<file path="src/rtl/timer.sv">
// rtl/timer.sv - three-digit BCD M:SS countdown timer for the oven controller
// Optional feature macro TIMER_DIGIT_CHECK_EN: keypad digits above 9 are ignored in load mode.
module timer (
  output logic [3:0] minutes,
  output logic [3:0] tens_secs,
  output logic [3:0] secs,
  output logic       timer_done,
  input  logic [3:0] digit,
  input  logic       clearn,
  input  logic       enable,
  input  logic       loadn,
  input  logic       CLK
);

  logic digit_ok;

`ifdef TIMER_DIGIT_CHECK_EN
  assign digit_ok = (digit <= 4'd9);
`else
  assign digit_ok = 1'b1;
`endif

  assign timer_done = (minutes == 4'd0) && (tens_secs == 4'd0) && (secs == 4'd0);

  always_ff @(posedge CLK or negedge clearn) begin
    if (!clearn) begin
      minutes   <= 4'd0;
      tens_secs <= 4'd0;
      secs      <= 4'd0;
    end else if (!loadn) begin
      // Keypad entry shifts in from the right; the old minutes digit falls off.
      if (digit_ok) begin
        minutes   <= tens_secs;
        tens_secs <= secs;
        secs      <= digit;
      end
    end else if (enable && !timer_done) begin
      if (secs != 4'd0) begin
        secs <= secs - 4'd1;
      end else if (tens_secs != 4'd0) begin
        secs      <= 4'd9;
        tens_secs <= tens_secs - 4'd1;
      end else begin
        // Not done, so minutes must be nonzero here.
        secs      <= 4'd9;
        tens_secs <= 4'd5;
        minutes   <= minutes - 4'd1;
      end
    end
  end

endmodule

</file>
<file path="config.mk">
export PLATFORM = sky130hd
export DESIGN_NAME = timer
export DESIGN_NICKNAME = d
export VERILOG_FILES = /design/src/rtl/timer.sv
export SDC_FILE = /design/constraint.sdc
export NUM_CORES = 1
export LEC_CHECK = 0
export BUFFER_PORTS_ARGS = -buffer_cell sky130_fd_sc_hd__buf_2
export CAP_MARGIN = 20
export CORE_MARGIN = 8
export CORE_UTILIZATION = 53
export DETAILED_ROUTE_END_ITERATION = 16
export PLACE_DENSITY = 0.86
export SETUP_SLACK_MARGIN = 0.05
export SLEW_MARGIN = 40
export SYNTH_ARGS = -nofsm -noshare
export SYNTH_HDL_FRONTEND = slang
export SYNTH_SLANG_ARGS = --single-unit
</file>
<file path="constraint.sdc">
create_clock -name CLK -period 3.56 [get_ports CLK]
set_clock_uncertainty 0.15 [all_clocks]
set_input_delay 0.356 -clock CLK [delete_from_list [all_inputs] [get_ports CLK]]
set_output_delay 0.356 -clock CLK [all_outputs]
set_load 0.1 [all_outputs]
</file>
==> Word level (Yosys, flattened, before mapping) <==
Index checks and enable logic that the tools add are counted.
{ "op_classes": {"n_addsub": 3, "n_eq_ne": 3, "n_mux": 11, "n_reduce_logical": 11} }
{ "op_table": {"columns": ["cell", "count"], "rows": [
  ["$mux 4", 11],
  ["$logic_not 4->1", 3],
  ["$sub 4x1->4 const B", 3],
  ["$reduce_bool 4->1", 2],
  ["$ne 2x2->1 const B", 2],
  ["$logic_and 1x1->1", 3],
  ["$reduce_and 3->1", 1],
  ["$ne 2x1->1 const B", 1],
  ["$reduce_and 2->1", 1],
  ["$logic_not 1->1", 1]
]} }
{ "totals": {"reg_bits": 12, "input_bits": 8} }

==> Depth between registers and ports, before layout <==
Gate-level depths: netlist of run 1.
{ "depth": {"depth_word": 7, "mapped_depth": 6, "depth_no_buf": 6} }

==> Worst setup path after synthesis of run 1 <==
No wires, ideal clock.
{ "synth_timing": {"path_type": "reg2out", "from": "register minutes[1]", "to": "output timer_done", "arrival_ps": 3671, "required_time_ps": 3054, "slack_ps": -617, "stages_incl_launch_ff": 6, "path_buffers": 0, "cell_sequence": "dfrtp_1 inv_1 ha_1 nor3b_4 nand3_1 nor3_1"} }
{ "synth_between": {"elab_chain_len": 3} }
{ "synth_lines": {"columns": ["item", "line_no", "rtl"], "rows": [
  ["start, declared", "4", "output logic [3:0] minutes,"],
  ["start signal, assigned", "33", "minutes <= tens_secs;"],
  ["start signal, assigned", "47", "minutes <= minutes - 4'd1;"],
  ["$logic_not 4->1", "23", "assign timer_done = (minutes == 4'd0) && (tens_secs == 4'd0) && (secs == 4'd0);"],
  ["$logic_and 1x1->1 (2 in series)", "23", null],
  ["end, declared", "7", "output logic timer_done,"]
]} }
Every way passes these cells.

==> Worst setup path after layout of run 1 <==
{ "layout_timing": {"from": "register minutes[0]", "to": "output timer_done"} }
Same word-level chain as after synthesis.

==> results by group, run 1 <==
Drt
  • Antenna-violating nets left: 0
  • M1 WL: 735 um
  • Routed wire length on met2: 964 um
  • Via count: 682
  • Vias per cell: 5.88
  • Max Used Layer: met4
  • Met3 wire length: 85 um
  • Total Routed Length: 1810 um
  • Routed len/inst: 15.6 um
  • Initial DRC count: 16
  • DRC: 0
  • Initial DRT Pass Iterations: 4

STA
  • Setup_tns: 0 ns
  • Final Max Slew Viols: 0
  • Fmax: 376 MHz
  • Min Tclk post-route: 2.66 ns
  • RSZ-0062 raised after global routing: false
  • Max-slew headroom: 67.6%
  • Worst-margin pin slew: 0.489 ns
  • Final Hold Viols: 0
  • Crit share post-route: 74.7%
  • Final setup fails: 0

Run status
  • Status: completed

Floorplan
  • Top-Level Pins: 21
  • Initial Util: 56.1%
  • Die Y: 53.1 um
  • Chip width: 53.1 um
  • Rows: 13
  • Die Footprint: 2820 um2
  • Core area: 1300 um2

Yosys
  • Cell area after synthesis: 729 um2
  • Asr flop ratio synth: 100%
  • Post-synth cell types: 28
  • Syn_area_per_cell: 9.12 um2
  • Primary FF master, synth: dfrtp_1
  • Synth top area share: 41.2%
  • Count leader, synth: nor2_1
  • Mapped Cells: 80
  • Most instantiated cells after synthesis: 14 x nor2_1, 12 x dfrtp_1, 6 x a21oi_1, 5 x a31oi_1, 5 x nor3_1
  • Post-synthesis sequential area ratio: 41.2%
  • Synth Warn #: 0
  • Post-synth EDFFs: 0
  • Yosys reg bits: 12
  • Area leader, netlist: dfrtp_1
  • Dominant cells by area after synthesis: dfrtp_1 41%, nor2_1 7.2%, a31oi_1 4.3%
  • Syn Nets: 90

Placement
  • Placed Area: 837 um2
  • DP Cell Count: 111
  • PortBufs: 20
  • Dpl hpwl: 1400 um
  • GP Congestion: 0.819

Layout
  • Finished Core Util: 67.9%
  • Layout area overhead: 21.1%
  • # diodes: 0
  • FILL cells: 122
  • Design area: 883 um2
  • Layout cells sized above 1: 30.7%
  • Post-Layout Cell Count: 116
  • Final #Nets: 112

Clock tree
  • Num CTS Buffers: 3
  • CTS Sinks: 12
  • CTS tree: done
  • # Post-CTS Setup Buffers: 0
  • Clock Pin Slew Worst Setup and Hold Paths: 0.08 ns
  • Clk root buf: clkbuf_4
  • H-tree depth: 1
  • CTS Buffer Depth: 2
  • Clk_lat worst skew: 0.27 ns

Critical path
  • CP max FO: 5
  • Crit path capture type: output port
  • Crit Path Class: flip-flop to output port
  • Crit path launch type: flip-flop
  • WP data required: 3.05 ns
  • CP Data Arrival Time: 2.15 ns

Power
  • Worst VDD drop: 0.300 mV
  • PwrDens: 574 nW/um2
  • Leak: 0.367 nW

Global route
  • First-pass GRT wire length: 3020 um
  • Vias in the first global route: 727
  • Largest net degree at the start of global routing: 24
  • Total GRT Usage: 13.9%
  • GRT overflow: 0
  • Initial antenna violation count: 0

Hold path
  • Hold Path Class: input pin to flip-flop

Flow run
  • Max-cap violation count: 0
## power by group
group	internal, W	switching (W)
combinational	0.0000419	0.000178
clock	0.0000621	0.0000455
sequential	0.000154	0.0000262
## state kept, by name, summed over array words and instances, names as in the netlist
name and count:
tens_secs 4, minutes 4, secs 4
## area by class of cell
| class | instances | area, um2 | area share [%] |
|---|---|---|---|
| multi-input cells | 61 | 407 | 46.0 |
| flip-flops and latches | 12 | 300 | 34.0 |
| repair buffers | 21 | 110 | 12.5 |
| clock buffers | 4 | 36.3 | 4.11 |
| well taps | 15 | 18.8 | 2.12 |
| inverters | 3 | 11.3 | 1.27 |
## final timing paths
check                                   from      endpoint  slack (ns)  cells after the start
worst max-delay path              minutes[0]    timer_done        0.90                      6
worst min-delay path                digit[3]       secs[3]        0.19                      3
worst max register to register  tens_secs[1]    minutes[1]        1.51                      4
worst min register to register       secs[0]  tens_secs[0]        0.48                      2
max in group asynchronous             clearn       secs[0]        2.71                      2
min in group asynchronous             clearn  tens_secs[1]        0.34                      2
## cell families after synthesis
logic type | after synthesis | share of synthesized area, %
and+or+nand+nor | 35 | 28.0
AOI/OAI and AO/OA | 18 | 15.4
DFF | 12 | 41.2
buffers and inverters | 7 | 3.77
muxes | 4 | 5.83
xor gates and xnor gates | 2 | 2.40
adders and majority gates | 2 | 3.43
## worst max-delay path, cell delays in order (launching register included)
cell,delay [ns]
dfrtp_1,0.42
inv_1,0.10
ha_1,0.16
nor3b_4,0.29
nand3_1,0.24
nor3_2,0.21
buf_2,0.45
## placed cells by master (no fill, tap or decap), types with 2 or more instances in the layout
cell type,n
nor2_1,14
a21oi_1,6
a31oi_1,5
nor3_1,4
nand2b_1,3
nand2_1,3
dfrtp_1,12
xnor2_1,2
mux2_2,2
o21ai_0,2
ha_1,2
buf_2,20
nand3_1,3
clkbuf_4,3
inv_1,3
mux2i_1,2
## metrics by stage
stage	power, W	hold slack (ns)	setup slack [ns]
final	0.000507	0.187	0.901
after floorplan	0.000359	-0.0896	0.243
after CTS	0.000512	0.183	0.876
after detailed placement	0.000403	0.0997	1.20
after global placement	0.000396	0.0947	1.33
after global routing	0.000530	0.210	0.776
## timing repair
action,in CTS,in global routing
hold buffers,1,0
endpoints found under the hold margin,12,0
gates resized for setup,0,0
endpoints found under the setup margin,0,0
## metal layers
layer | global-route usage (%) | up-vias
li1 | - | 333
met1 | 14.4 | 323
met2 | 26.0 | 22
met3 | 2.80 | 4
met4 | 6.30 | 0
met5 | 0 | -
Power figures use the tool's default switching activity.
==> run 2, diff against run 1 <==
--- a/config.mk
+++ b/config.mk
@@ -5,12 +5,14 @@
 export SDC_FILE = /design/constraint.sdc
 export NUM_CORES = 1
 export LEC_CHECK = 0
+export ABC_AREA = 1
 export BUFFER_PORTS_ARGS = -buffer_cell sky130_fd_sc_hd__buf_2
 export CAP_MARGIN = 20
+export CORE_ASPECT_RATIO = 1.5
 export CORE_MARGIN = 8
-export CORE_UTILIZATION = 53
+export CORE_UTILIZATION = 47
 export DETAILED_ROUTE_END_ITERATION = 16
-export PLACE_DENSITY = 0.86
+export PLACE_DENSITY = 0.79
 export SETUP_SLACK_MARGIN = 0.05
 export SLEW_MARGIN = 40
 export SYNTH_ARGS = -nofsm -noshare
==> constraint.sdc (replaced) <==
create_clock -name CLK -period 2.4 [get_ports CLK]
set_clock_uncertainty 0.15 [all_clocks]
set_input_delay 0.24 -clock CLK [delete_from_list [all_inputs] [get_ports CLK]]
set_output_delay 0.24 -clock CLK [all_outputs]
set_load 0.1 [all_outputs]
==> results by group, run 2 <==
Global route
  • GRT overflow: 0 (unchanged)
  • Vias in the first global route: 875 (+20%)
  • First-pass GRT wire length: 3750 um (+24%)
  • Largest net degree at the start of global routing: 25 (+4.2%)
  • Total GRT Usage: 13.2% (-0.76 points)
  • Initial antenna violation count: 0 (unchanged)

Yosys
  • Area leader, netlist: dfrtp_1
  • Synth top area share: 32.6% (-8.6 points)
  • Syn Nets: 139 (+54%)
  • Post-synth cell types: 22 (-21%)
  • Syn_area_per_cell: 7.15 um2 (-22%)
  • Cell area after synthesis: 922 um2 (+26%)
  • Synth Warn #: 0 (unchanged)
  • Yosys reg bits: 12 (unchanged)
  • Mapped Cells: 129 (+61%)
  • Asr flop ratio synth: 100% (unchanged)
  • Primary FF master, synth: dfrtp_1
  • Most instantiated cells after synthesis: 46 x nand2_1, 17 x nand3_1, 12 x dfrtp_1, 11 x inv_1, 10 x o21ai_0
  • Count leader, synth: nand2_1
  • Dominant cells by area after synthesis: dfrtp_1 33%, nand2_1 19%, nand3_1 9.2%
  • Post-synthesis sequential area ratio: 32.6% (-8.6 points)
  • Post-synth EDFFs: 0 (unchanged)

Layout
  • Final #Nets: 162 (+45%)
  • Commonest non-fill, non-tap cell in the layout: nand2_1
  • Layout area overhead: 18.9%
  • Regs by FF count: minutes: 4 flops, secs: 4 flops, tens_secs: 4 flops
  • Layout cells sized above 1: 35.1% (+4.4 points)
  • Post-Layout Cell Count: 172 (+48%)
  • Design area: 1100 um2 (+24%)
  • # diodes: 0 (unchanged)
  • FILL cells: 174 (+43%)
  • Commonest cells after routing, fill and taps aside: 46 x nand2_1, 20 x buf_2, 17 x nand3_1

Critical path
  • Crit Path Class: flip-flop to output port
  • RR Endpoint: secs[0]
  • Crit path launch type: flip-flop
  • CP max-delay cell: buf_2
  • Crit Reg-Reg Startpoint: minutes[0]
  • Crit path capture type: output port
  • CP peak stage delay: 0.44 ns (about the same)
  • CP max FO: 4 (-1)
  • WP data required: 2.01 ns (-1.04 ns)
  • Register-to-Register Path Depth: 9 (+5)
  • CP Launch Point: secs[2]
  • R2R Setup Slk: 0.76 ns (-0.75 ns)
  • Ordered list of cells on the worst path: inv_1 -> nand2_2 -> nor2_8 -> inv_2 -> nor3_4 -> buf_2
  • CP Data Arrival Time: 1.76 ns (-0.39 ns)

Floorplan
  • Die Y: 70.3 um (+32%)
  • Top-Level Pins: 21 (unchanged)
  • Initial Util: 49.7% (-6.3 points)
  • Rows: 19 (+6)
  • Die Footprint: 3660 um2 (+30%)
  • Core area: 1850 um2 (+42%)
  • Chip width: 52.2 um (-1.8%)

Placement
  • PortBufs: 20 (unchanged)
  • Placed Area: 1050 um2 (+25%)
  • GP Congestion: 0.865 (+5.6%)
  • Dpl hpwl: 1700 um (+21%)
  • DP Cell Count: 167 (+50%)

Power
  • Leak: 0.609 nW (+66%)
  • PwrDens: 1040 nW/um2 (+82%)
  • Worst VDD drop: 0.811 mV (+170%)

STA
  • RSZ-0062 raised after global routing: false
  • Crit share post-route: 89.8%
  • Final Hold Viols: 0 (unchanged)
  • Final setup fails: 0 (unchanged)
  • Worst-margin pin slew: 0.489 ns (-0.0000228 ns)
  • Fmax: 464 MHz
  • Max-slew headroom: 67.6% (about the same)
  • Hold slack: 0.0804 ns (-0.106 ns)
  • Min Tclk post-route: 2.15 ns
  • Final Max Slew Viols: 0 (unchanged)
  • Setup_tns: 0 ns (unchanged)

Flow run
  • Max-cap violation count: 0 (unchanged)

Clock tree
  • H-tree depth: 1 (unchanged)
  • Clk root buf: clkbuf_4
  • # Post-CTS Setup Buffers: 0 (unchanged)
  • CTS Buffer Depth: 2 (unchanged)
  • CTS tree: done
  • Clock Pin Slew Worst Setup and Hold Paths: 0.08 ns (about the same)
  • Clk_lat worst skew: 0.29 ns (+0.02 ns)
  • Post-CTS Hold Fix Bufs: 1 (unchanged)
  • Cts repair resizes: 0 (unchanged)
  • Num CTS Buffers: 3 (unchanged)
  • CTS Sinks: 12 (unchanged)

Drt
  • Initial DRT Pass Iterations: 4 (unchanged)
  • Total Routed Length: 2210 um (+22%)
  • Routed len/inst: 12.8 um (-18%)
  • Via count: 901 (+32%)
  • Vias per cell: 5.24 (-11%)
  • Antenna-violating nets left: 0 (unchanged)
  • DRC: 0 (unchanged)
  • Initial DRC count: 15 (-1)

Hold path
  • Hold Crit Depth: 5 (+2)
  • Hold Path End: secs[1]
  • Hold Path Class: input pin to flip-flop
  • Hold path start: digit[1]

Run status
  • Status: completed
## run 2: changes by cell type after synthesis, sizes merged, moves of 4 or more
cell / change
inv: +12
a31oi: -5
nand3: +16
o21ai: +8
nor2: -9
nor3: -4
a21oi: -4
nand2: +52
## run 2: per-layer routing
metal | vias to the layer above | wire length (um) | share of wire (%) | global-route usage (%)
met5 | - | 0 | 0 | 0
met4 | 0 | 63 | 2.9 | 8.96
met3 | 5 | 117 | 5.3 | 3.39
met2 | 23 | 1160 | 52 | 21.8
met1 | 418 | 869 | 39 | 13.7
li1 | 455 | - | - | -
## run 2: where the power goes
| group | internal (W) | leakage (nW) | switching, W |
|---|---|---|---|
| Combinational | 0.000129 | 0.448 | 0.000531 |
| Clock | 0.0000927 | 0.0210 | 0.0000781 |
| Sequential | 0.000251 | 0.140 | 0.0000613 |
| Total | 0.000473 | 0.609 | 0.000671 |
## run 2: worst max-delay path, delay by kind of cell, from the launching register on
family / cells / cell delay [ns]
buffers and inverters: 3 / 0.62
and+or+nand+nor: 3 / 0.41
DFF: 1 / 0.43
## run 2: how the worst max path moves through the flow
stage | to | slack (ns) | cells after the start
2_1_floorplan | timer_done | 0.06 | 3
3_3_place_gp | timer_done | 0.57 | 6
3_5_place_dp | timer_done | 0.56 | 6
4_1_cts | timer_done | 0.23 | 6
5_1_grt | timer_done | 0.16 | 6
6_report | timer_done | 0.25 | 6
## run 2: kinds of logic (layout without fill, tap and decap cells)
family	after synthesis	count (layout)	share of synthesized area (%)
AOI/OAI and AO/OA	13	13	7.33
adders and majority gates	2	2	2.71
buffers and inverters	19	41	9.09
DFF	12	12	32.6
and+or+nand+nor	83	83	48.3
## run 2: per-stage QoR
stage               power, W  util (%)  worst slack, ns
floorplan           0.000866         -           0.0585
finish               0.00114      59.1            0.245
global route         0.00121      59.1            0.159
global placement    0.000967      56.6            0.572
detailed placement  0.000976      56.6            0.560
CTS                  0.00115      59.1            0.227
## run 2: layout make-up
cell class | instances | area [um2] | share of cell area [%]
sequential | 12 | 310 | 28.3
timing repair buffer | 22 | 118 | 10.7
tap | 21 | 26.3 | 2.40
inverter | 15 | 56.3 | 5.14
multi-input combinational | 98 | 549 | 50.1
clock buffer | 4 | 36.3 | 3.31
==> run 3, diff against run 2 <==
--- a/config.mk
+++ b/config.mk
@@ -8,11 +8,10 @@
 export ABC_AREA = 1
 export BUFFER_PORTS_ARGS = -buffer_cell sky130_fd_sc_hd__buf_2
 export CAP_MARGIN = 20
-export CORE_ASPECT_RATIO = 1.5
 export CORE_MARGIN = 8
-export CORE_UTILIZATION = 47
+export CORE_UTILIZATION = 52
 export DETAILED_ROUTE_END_ITERATION = 16
-export PLACE_DENSITY = 0.79
+export PLACE_DENSITY = 0.82
 export SETUP_SLACK_MARGIN = 0.05
 export SLEW_MARGIN = 40
 export SYNTH_ARGS = -nofsm -noshare
==> constraint.sdc (replaced) <==
create_clock -name CLK -period 2 [get_ports CLK]
set_clock_uncertainty 0.15 [all_clocks]
set_input_delay 0.2 -clock CLK [delete_from_list [all_inputs] [get_ports CLK]]
set_output_delay 0.2 -clock CLK [all_outputs]
set_load 0.1 [all_outputs]
==> results by group, run 3 (synthesis results as in run 2) <==
Power
  • Worst VDD drop: 0.770 mV (-5.0%)
  • PwrDens: 1200 nW/um2 (+15%)
  • Leak: 0.613 nW (+0.67%)
  • Int Power: 0.000576 W (+22%)
  • Total power: 0.00141 W (+23%)
  • P_sw: 0.000830 W (+24%)
  • Combinational power share: 60.9% (+3.1 points)
  • Sw Share: 59.0% (+0.37 points)
  • Clock power frac: 10.9% (-4.0 points)
  • Sequential Power Share: 28.3% (+1.0 points)

Clock tree
  • Clk_lat worst skew: 0.27 ns (-0.02 ns)
  • H-tree depth: 1 (unchanged)
  • Clock Pin Slew Worst Setup and Hold Paths: 0.08 ns (about the same)
  • CTS Buffer Depth: 2 (unchanged)
  • CTS Sinks: 12 (unchanged)
  • Num CTS Buffers: 3 (unchanged)
  • Clk root buf: clkbuf_4
  • CTS tree: done

Floorplan
  • Core area: 1690 um2 (-8.9%)
  • Rows: 15 (-4)
  • Initial Util: 54.6% (+4.9 points)
  • Chip width: 58.1 um (+11%)
  • Die Y: 58.1 um (-17%)
  • Top-Level Pins: 21 (unchanged)
  • Die Footprint: 3380 um2 (-7.9%)

Critical path
  • CP peak stage delay: 0.51 ns (+0.07 ns)
  • Ordered list of cells on the worst path: inv_4 -> nand2_4 -> nor2_8 -> inv_2 -> nor3_4 -> buf_12
  • R2R Setup Slk: 0.32 ns (-0.44 ns)
  • Crit path capture type: output port
  • Crit path launch type: flip-flop
  • CP max FO: 4 (unchanged)
  • CP Data Arrival Time: 1.54 ns (-0.22 ns)
  • Crit Path Class: flip-flop to output port
  • CP max-delay cell: dfrtp_4
  • WP data required: 1.65 ns (-0.36 ns)

STA
  • Final Hold Viols: 0 (unchanged)
  • RSZ-0062 raised after global routing: false
  • Final Max Slew Viols: 0 (unchanged)
  • Worst-margin pin slew: 0.495 ns (+0.00570 ns)
  • Final setup fails: 0 (unchanged)
  • Max-slew headroom: 67.2% (-0.38 points)
  • Crit share post-route: 94.5%
  • Min Tclk post-route: 1.89 ns
  • Fmax: 529 MHz

Drt
  • Vias per cell: 5.44 (+3.8%)
  • Initial DRT Pass Iterations: 4 (unchanged)
  • DRC: 0 (unchanged)
  • Routed len/inst: 13.8 um (+7.8%)
  • Total Routed Length: 2340 um (+5.9%)
  • Antenna-violating nets left: 0 (unchanged)
  • Initial DRC count: 21 (+6)
  • Via count: 919 (+2.0%)

Layout
  • Regs by FF count: minutes: 4 flops, secs: 4 flops, tens_secs: 4 flops
  • FILL cells: 147 (-16%)
  • Commonest cells after routing, fill and taps aside: 46 x nand2_1, 19 x buf_2, 17 x nand3_1
  • Finished Core Util: 69.1% (+10 points)
  • Final #Nets: 164 (+1.2%)
  • Commonest non-fill, non-tap cell in the layout: nand2_1
  • # diodes: 0 (unchanged)
  • Layout area overhead: 26.6%
  • Layout cells sized above 1: 41.4% (+6.3 points)

Global route
  • Largest net degree at the start of global routing: 25 (unchanged)
  • Vias in the first global route: 902 (+3.1%)
  • GRT overflow: 0 (unchanged)
  • Total GRT Usage: 14.9% (+1.8 points)
  • Initial antenna violation count: 0 (unchanged)
  • First-pass GRT wire length: 3910 um (+4.4%)

Hold path
  • Hold Path Class: input pin to flip-flop

Placement
  • GP Congestion: 0.821 (-5.2%)
  • PortBufs: 20 (unchanged)
  • Dpl hpwl: 1730 um (+2.0%)

Flow run
  • Max-cap violation count: 0 (unchanged)

Run status
  • Status: completed
## run 3: routing by layer
metal  global-route usage [%]  share of wire, %  vias to the layer above
met5                        0                 0                        -
met4                     6.29               1.4                        0
met3                     4.19               7.5                        4
met2                     25.0                48                       35
met1                     17.4                43                      420
li1                         -                 -                      460
## run 3: final cells by class
class | instances | area, um2 | area share (%)
multi-input cells | 98 | 574 | 49.2
flip-flops and latches | 12 | 330 | 28.3
repair buffers | 24 | 148 | 12.6
inverters | 15 | 71.3 | 6.11
clock buffers | 3 | 22.5 | 1.93
well taps | 17 | 21.3 | 1.82
## run 3: worst paths after layout
kind,start,endpoint,cells after the start
max,secs[2],timer_done,6
min reg2reg,minutes[3],minutes[3],2
min,digit[3],secs[3],5
min in group asynchronous,clearn,secs[1],2
max reg2reg,minutes[0],secs[2],10
max in group asynchronous,clearn,minutes[1],2
## run 3: metrics by stage
step	std cells	setup WS (ns)	area [um2]	hold slack [ns]	TNS [ns]
finish	169	0.111	1170	0.0805	0
global route	169	0.0435	1170	0.0929	0
CTS	168	0.0676	1120	0.0745	0
detailed placement	163	0.333	1080	-0.0564	0
global placement	163	0.352	1080	-0.0560	0
floorplan	129	-0.175	968	-0.246	-0.175
## run 3: timing repair
item	in CTS	in global routing
gates resized for setup	0	8
setup buffers	1	1
pin swaps	1	1
hold buffers	1	0
cloned	0	0
endpoints found under the hold margin	12	0
setup endpoints to repair	1	1
## run 3: worst max-delay path: cells and delay by family (launching register included)
kind | cells | cell delay, ns
flops | 1 | 0.51
buf+inv | 3 | 0.34
simple gates | 3 | 0.41
## run 3: power groups by stage
| stage | Clock [W] | Sequential, W | Combinational, W |
|---|---|---|---|
| after floorplan | 0 | 0.000773 | 0.000290 |
| after global placement | 0 | 0.000393 | 0.000790 |
| after detailed placement | 0 | 0.000395 | 0.000806 |
| after CTS | 0.000152 | 0.000390 | 0.000814 |
| after global routing | 0.000163 | 0.000408 | 0.000915 |
| final | 0.000153 | 0.000397 | 0.000856 |
